## src/rtl/adc_channel_scheduler.sv

```systemverilog
// Round-robin scheduler sharing one ADC serial driver among N_CH level requesters.
// Define ADC_SCHED_PRIORITY_EN to give channel 0 precedence on every other conversion.
module adc_channel_scheduler #(
    parameter int N_CH           = 3,
    parameter int DATA_W         = 12,
    parameter int GAP_CYCLES     = 2500,
    parameter int TIMEOUT_CYCLES = 4096,
    localparam int CW            = (N_CH > 1) ? $clog2(N_CH) : 1
) (
    input  logic                     CLOCK_50,
    input  logic                     RESET_N,
    input  logic [N_CH-1:0]          req,
    output logic                     adc_start,
    output logic [CW-1:0]            adc_chan,
    input  logic                     adc_done,
    input  logic [DATA_W-1:0]        adc_data,
    output logic [N_CH-1:0]          grant,
    output logic [N_CH-1:0]          res_valid,
    output logic [N_CH*DATA_W-1:0]   results,
    input  logic                     err_clr,
    output logic                     timeout_err
);

    localparam int CNT_MAX = (GAP_CYCLES > TIMEOUT_CYCLES) ? GAP_CYCLES : TIMEOUT_CYCLES;
    localparam int CNT_W   = $clog2(CNT_MAX + 1);
    localparam logic [CNT_W-1:0] GAP_LAST = CNT_W'(GAP_CYCLES - 1);
    localparam logic [CNT_W-1:0] TO_LAST  = CNT_W'(TIMEOUT_CYCLES - 1);

`ifdef ADC_SCHED_PRIORITY_EN
    localparam logic SKIP0 = 1'b1;
`else
    localparam logic SKIP0 = 1'b0;
`endif

    typedef enum logic [1:0] {S_IDLE, S_START, S_WAIT, S_GAP} state_t;

    state_t           state;
    state_t           state_nxt;
    logic [CNT_W-1:0] cnt;
    logic [CW-1:0]    last;
    logic [CW:0]      rr_sel;
    logic             pick_vld;
    logic             pick_upd_last;
    logic [CW-1:0]    pick;
    logic             conv_done;
    logic             conv_timeout;

    // Returns {found, channel}: first requester after 'from', wrapping, 'from' itself last.
    function automatic logic [CW:0] rr_search(input logic [N_CH-1:0] r,
                                              input logic [CW-1:0]   from,
                                              input logic            skip0);
        logic [CW:0] found;
        logic [CW:0] idx;
        found = '0;
        for (int i = N_CH; i >= 1; i--) begin
            idx = {1'b0, from} + (CW+1)'(i);
            if (idx >= (CW+1)'(N_CH))
                idx = idx - (CW+1)'(N_CH);
            if (r[idx[CW-1:0]] && !(skip0 && idx == '0))
                found = {1'b1, idx[CW-1:0]};
        end
        return found;
    endfunction

    assign rr_sel       = rr_search(req, last, SKIP0);
    assign conv_done    = (state == S_WAIT) && adc_done;
    assign conv_timeout = (state == S_WAIT) && !adc_done && (cnt == TO_LAST);

`ifdef ADC_SCHED_PRIORITY_EN
    // Channel 0 wins unless it was served last; it never moves the round-robin pointer.
    logic prev_ch0;

    always_comb begin
        pick_vld      = 1'b0;
        pick          = '0;
        pick_upd_last = 1'b0;
        if (req[0] && !prev_ch0) begin
            pick_vld = 1'b1;
        end else if (rr_sel[CW]) begin
            pick_vld      = 1'b1;
            pick          = rr_sel[CW-1:0];
            pick_upd_last = 1'b1;
        end else if (req[0]) begin
            pick_vld = 1'b1;
        end
    end

    always_ff @(posedge CLOCK_50 or negedge RESET_N) begin
        if (!RESET_N)
            prev_ch0 <= 1'b0;
        else if (state == S_IDLE && pick_vld)
            prev_ch0 <= (pick == '0);
    end
`else
    always_comb begin
        pick_vld      = rr_sel[CW];
        pick          = rr_sel[CW-1:0];
        pick_upd_last = rr_sel[CW];
    end
`endif

    always_ff @(posedge CLOCK_50 or negedge RESET_N) begin
        if (!RESET_N)
            state <= S_IDLE;
        else
            state <= state_nxt;
    end

    always_comb begin
        state_nxt = state;
        case (state)
            S_IDLE:  if (pick_vld) state_nxt = S_START;
            S_START: state_nxt = S_WAIT;
            S_WAIT:  if (conv_done || conv_timeout) state_nxt = S_GAP;
            S_GAP:   if (cnt == GAP_LAST) state_nxt = S_IDLE;
            default: state_nxt = S_IDLE;
        endcase
    end

    always_comb begin
        adc_start = (state == S_START);
        grant     = '0;
        for (int k = 0; k < N_CH; k++)
            grant[k] = (state == S_START || state == S_WAIT) && (adc_chan == CW'(k));
    end

    // One counter serves both the WAIT timeout and the GAP length; it restarts on entry to each.
    always_ff @(posedge CLOCK_50 or negedge RESET_N) begin
        if (!RESET_N) begin
            cnt         <= '0;
            adc_chan    <= '0;
            last        <= CW'(N_CH - 1);
            res_valid   <= '0;
            results     <= '0;
            timeout_err <= 1'b0;
        end else begin
            res_valid <= '0;
            case (state)
                S_IDLE: begin
                    if (pick_vld) begin
                        adc_chan <= pick;
                        if (pick_upd_last)
                            last <= pick;
                    end
                end
                S_START: cnt <= '0;
                S_WAIT:  cnt <= (conv_done || conv_timeout) ? '0 : cnt + CNT_W'(1);
                S_GAP:   cnt <= cnt + CNT_W'(1);
                default: cnt <= '0;
            endcase
            if (conv_done) begin
                for (int k = 0; k < N_CH; k++) begin
                    if (adc_chan == CW'(k)) begin
                        results[k*DATA_W +: DATA_W] <= adc_data;
                        res_valid[k]                <= 1'b1;
                    end
                end
            end
            if (conv_timeout)
                timeout_err <= 1'b1;
            else if (err_clr)
                timeout_err <= 1'b0;
        end
    end

endmodule
```

## config.mk

```make
export PLATFORM = sky130hd
export DESIGN_NAME = adc_channel_scheduler
export DESIGN_NICKNAME = d
export VERILOG_FILES = /design/src/rtl/adc_channel_scheduler.sv
export SDC_FILE = /design/constraint.sdc
export NUM_CORES = 1
export LEC_CHECK = 0
export CORE_MARGIN = 3
export CORE_UTILIZATION = 50
export CTS_BUF_LIST = sky130_fd_sc_hd__clkbuf_4
export CTS_CLUSTER_SIZE = 12
export DETAILED_ROUTE_END_ITERATION = 12
export DONT_BUFFER_PORTS = 1
export SYNTH_ARGS = -nofsm -noshare
export SYNTH_HDL_FRONTEND = slang
export SYNTH_SLANG_ARGS = --single-unit
```

## constraint.sdc

```tcl
create_clock -name CLOCK_50 -period 3.6 [get_ports CLOCK_50]
set_clock_uncertainty 0.1 [all_clocks]
set_input_delay 0.72 -clock CLOCK_50 [delete_from_list [all_inputs] [get_ports CLOCK_50]]
set_output_delay 0.72 -clock CLOCK_50 [all_outputs]
set_load 0.05 [all_outputs]
```

Word-level counts from Yosys, hierarchy flattened --
Index checks and enable logic that the tools add are counted.
Word-level totals: register bits after elaboration 59, output and inout bits 46
Cells by class: $add $sub $neg 7, order comparisons 6, eq/ne operators 10, muxes and demuxes 24, reductions and logical operators 18
Operator list (count):
- case mux 13 bit (3 select lines) | 1
- == test 13 x 12 -> 1 bit (second input constant) | 2
- adder 13 x 1 -> 13 bit (second input constant) | 1
- two-way mux 13 bit | 1
- two-way mux 2 bit | 6
- two-way mux 3 bit | 4
- greater-or-equal comparator 3 x 2 -> 1 bit (second input constant) | 3
- less-than comparator 2 x 3 -> 1 bit (second input constant) | 3
- two-way mux 1 bit | 8
- case mux 2 bit (4 select lines) | 1
- AND reduction 2 bit | 4
- adder 2 x 2 -> 3 bit (second input constant) | 2
- binary-select mux 1 bit (select 2 bit) | 3
- == test 2 bit (second input constant) | 3
- logical AND 1 bit | 6
- subtractor 2 bit (second input constant) | 3
- == test 2 x 1 -> 1 bit (second input constant) | 2
- logical NOT 2 bit | 2
- inequality test 2 bit (second input constant) | 2
- adder 2 x 1 -> 3 bit (second input constant) | 1
- AND reduction 3 bit | 1
- nonzero test 3 bit | 1
- logical OR 1 bit | 2
- inequality test 2 x 1 -> 1 bit (second input constant) | 1
- 2 further kinds | 2

Logic depth before layout (Yosys ltp) --
depth after elaboration 10, depth in mapped cells 8, depth with buffers taken out 7

Worst setup path after synthesis --
No wires, ideal clock.
kind reg-to-output, start point reg state[0], end point out grant[0], arrival time 1.889 ns, data required time 2.780 ns, setup slack 0.891 ns, cell stages (with the launch flop) 4, buffers on the path 0, path through dfrtp_1 -> inv_1 -> ha_1 -> nor3b_1
On the way: longest elaborated chain between the ends 3, elaborated cells between the ends (all ways) 4, classes of those cells 2 x eq/ne; 2 x reduce/logical
Ends and longest elaborated chain:
- start, declared | RTL line 37 | state_t state;
- start signal, assigned | RTL line 106 | state <= state_nxt;
- == test 2 x 1 -> 1 bit or == test 2 bit (tied branches) | RTL line 124 | grant[k] = (state == S_START || state == S_WAIT) && (adc_chan == CW'(k));
- logical OR 1 bit * | RTL line 124
- logical AND 1 bit * | RTL line 124
- end, declared | RTL line 17 | output logic [N_CH-1:0] grant,
Every way passes the cells marked *; elsewhere a longest branch is shown, timed or not.

Final worst setup path --
start point reg state[0], end point out grant[1]
Same word-level chain as after synthesis.

==> flow_summary.json <==
{
  "synth_top_area_cell": "dfrtp_1",
  "leakage_nw": 1.39,
  "synth_top_area_share_pct": 53.2,
  "finalCriticalPeriod_ns": 2.76,
  "cp_top_family": "simple AND/OR/NAND/NOR gates",
  "place_congestion": 0.856,
  "setup_ws_ns": 0.843,
  "via_per_inst": 5.43,
  "path_buf_inv": 1,
  "tns_ns": 0,
  "peakVddDrop_mv": 0.595,
  "yosys-top-cells-count": "nand2_1 (85), dfrtp_1 (57), mux2_2 (16), inv_1 (13), nor2_1 (13)",
  "relSlewSlack_pct": 44.2,
  "yosysSeqAreaShare_pct": 54.2,
  "power_density_nw_per_um2": 1030,
  "syn_area_per_cell_um2": 9.89,
  "cts.path.max_buffers": 2,
  "synth_ff_type": "dfrtp_1",
  "worstPathCellList": "inv_1, ha_1, nor3b_2",
  "synth_cell_types": 44,
  "drc": 0,
  "post_drt_wl_per_cell_um": 15.7,
  "die_x_um": 79.2,
  "drtPass1Iterations": 4,
  "top_usage_layer": "met2",
  "drive_above_1_share_pct": 16.0,
  "period_share_pct": 76.6,
  "synth_area_leaders": "dfrtp_1 (53%), nand2_1 (12%), mux2_2 (6.7%), ha_1 (3.7%), o21ai_0 (2.1%)",
  "grt_use_met3_pct": 9.52,
  "grt_setup_unrepaired": "no",
  "numPortBuffers": 0,
  "cts_tree": "done",
  "start_kind": "flop",
  "pin_count": 65,
  "drtIter0Drc": 66,
  "antenna_found_initial": 0,
  "path_class": "flop to primary output",
  "ctsResizeCount": 0,
  "synthArstFlopShare_pct": 100,
  "fmax_mhz": 363,
  "netlist_area_um2": 2680,
  "slowest_stage": "nor3b_2",
  "grtUsageMet1_pct": 24.4,
  "use_met2_pct": 27.1,
  "syn_inst": 271,
  "finalSetupViolCount": 0,
  "n_antenna_cell": 0,
  "place_ws_ns": 0.880,
  "drv_cap": 0,
  "crit_arrival_ns": 1.94,
  "grt_pass1_vias": 1817,
  "gr-total-overflow": 0,
  "status": "completed",
  "clock-sinks": 58,
  "final_antenna_net_count": 0,
  "critPathMaxFanout": 4,
  "cts-htree-levels": 3,
  "fp-row-count": 26,
  "clkTransAtPathRegs_ns": 0.09,
  "fillers": 497,
  "report.final.slew_viol_count": 0,
  "clockRootBuffer": "clkbuf_4",
  "dieHeight_um": 79.2,
  "tightest_slew_ns": 0.834,
  "cp_slowest_stage_delay_ns": 0.70,
  "synth_most_common_cell": "nand2_1",
  "endpoint_kind": "primary output",
  "fp.dieArea_um2": 6280,
  "drt_wl_total_um": 5500,
  "nets": 304,
  "vias": 1906,
  "dp_hpwl_um": 3760,
  "coreArea_um2": 5140,
  "start_util_pct": 52.2,
  "cts_buffers": 9,
  "yosysWarnings": 0,
  "clock_latency_ns": 0.40,
  "hold_viol_final": 0,
  "grt_max_degree": 58,
  "syn_to_final_growth_pct": 8.68,
  "grt_use_total_pct": 18.7,
  "synth-edff-count": 0,
  "grt_pass1_wl_um": 8910,
  "synthesis.nets": 298,
  "required_ns": 2.78,
  "ys_ff_latch": 58,
  "hold_class": "primary input to asynchronous set/reset pin"
}
## repair_timing
| action | 4_1_cts | 5_1_grt |
|---|---|---|
| hold endpoints to repair | 57 | 0 |
| hold buffers | 1 | 0 |
| setup buffers | 0 | 0 |
## metrics by stage
step / instance area, µm² / utilization [%] / hold WS, ns / cells / total power [W]
floorplan: 2680 / - / 0.324 / 271 / 0.00240
detailed placement: 2770 / 53.8 / 0.326 / 335 / 0.00259
finish: 2910 / 56.7 / 0.0645 / 351 / 0.00300
global placement: 2770 / 53.8 / 0.326 / 335 / 0.00256
global route: 2910 / 56.7 / 0.0211 / 351 / 0.00318
CTS: 2910 / 56.7 / 0.0382 / 351 / 0.00303
## sequential cells by signal, summed over array words and instances, names as in the netlist
name,cells
timeout_err,1
results,36
last,1
state,2
cnt,13
adc_chan,2
res_valid,3
## placed cells by master (no fill, tap or decap), types with 2 or more instances in the layout
master / instances
inv_1: 13
a21oi_1: 5
dfrtp_1: 57
nor2_1: 13
o31ai_1: 2
or2_2: 2
ha_1: 8
o41ai_2: 2
buf_4: 3
mux2i_1: 2
nor3_1: 2
o22ai_1: 2
mux2_2: 16
nand2b_1: 3
clkinv_1: 3
nand3_1: 8
nand2_1: 85
o21ai_0: 11
clkbuf_4: 10
nor3b_2: 3
xor2_1: 3
nand4_1: 3
## routing by layer
layer  wire [µm]  share of wire [%]
met4          85                1.5
met1        2480                 45
met3         432                7.9
met2        2500                 46
met5           0                  0
## kinds of logic (layout without fill, tap and decap cells)
family / after synthesis / count (layout) / synth area share [%]
fa+ha+maj: 8 / 8 / 3.73
flops: 58 / 58 / 54.2
mux: 19 / 19 / 7.89
xor+xnor: 4 / 4 / 1.31
simple gates: 128 / 128 / 20.9
compound gates: 32 / 32 / 8.63
buf+inv: 22 / 32 / 3.36
## report_power, final
group          internal, W  switching, W
Clock             0.000208      0.000218
Combinational     0.000334      0.000512
Sequential        0.000869      0.000864
Total              0.00141       0.00159
## path summary, 6_finish.rpt
check / endpoint / cells past startpoint / slack (ns) / from
max in group asynchronous: results[0] / 1 / 3.08 / RESET_N
hold reg to reg: cnt[1] / 2 / 0.42 / cnt[1]
min in group CLOCK_50: results[21] / 2 / 0.32 / adc_data[9]
hold / removal: last[1] / 0 / 0.06 / RESET_N
setup reg to reg: adc_chan[0] / 8 / 0.87 / adc_chan[0]
setup / recovery: grant[1] / 3 / 0.84 / state[0]
## area by class of cell
class	instances	area, µm²	share of cell area [%]
inverters	13	48.8	1.67
flip-flops and latches	58	1450	49.8
well taps	70	87.6	3.01
clock inverters	5	46.3	1.59
repair buffers	4	50.0	1.72
clock buffers	10	75.1	2.58
multi-input cells	191	1150	39.6
(Power assumes the default switching activity.)
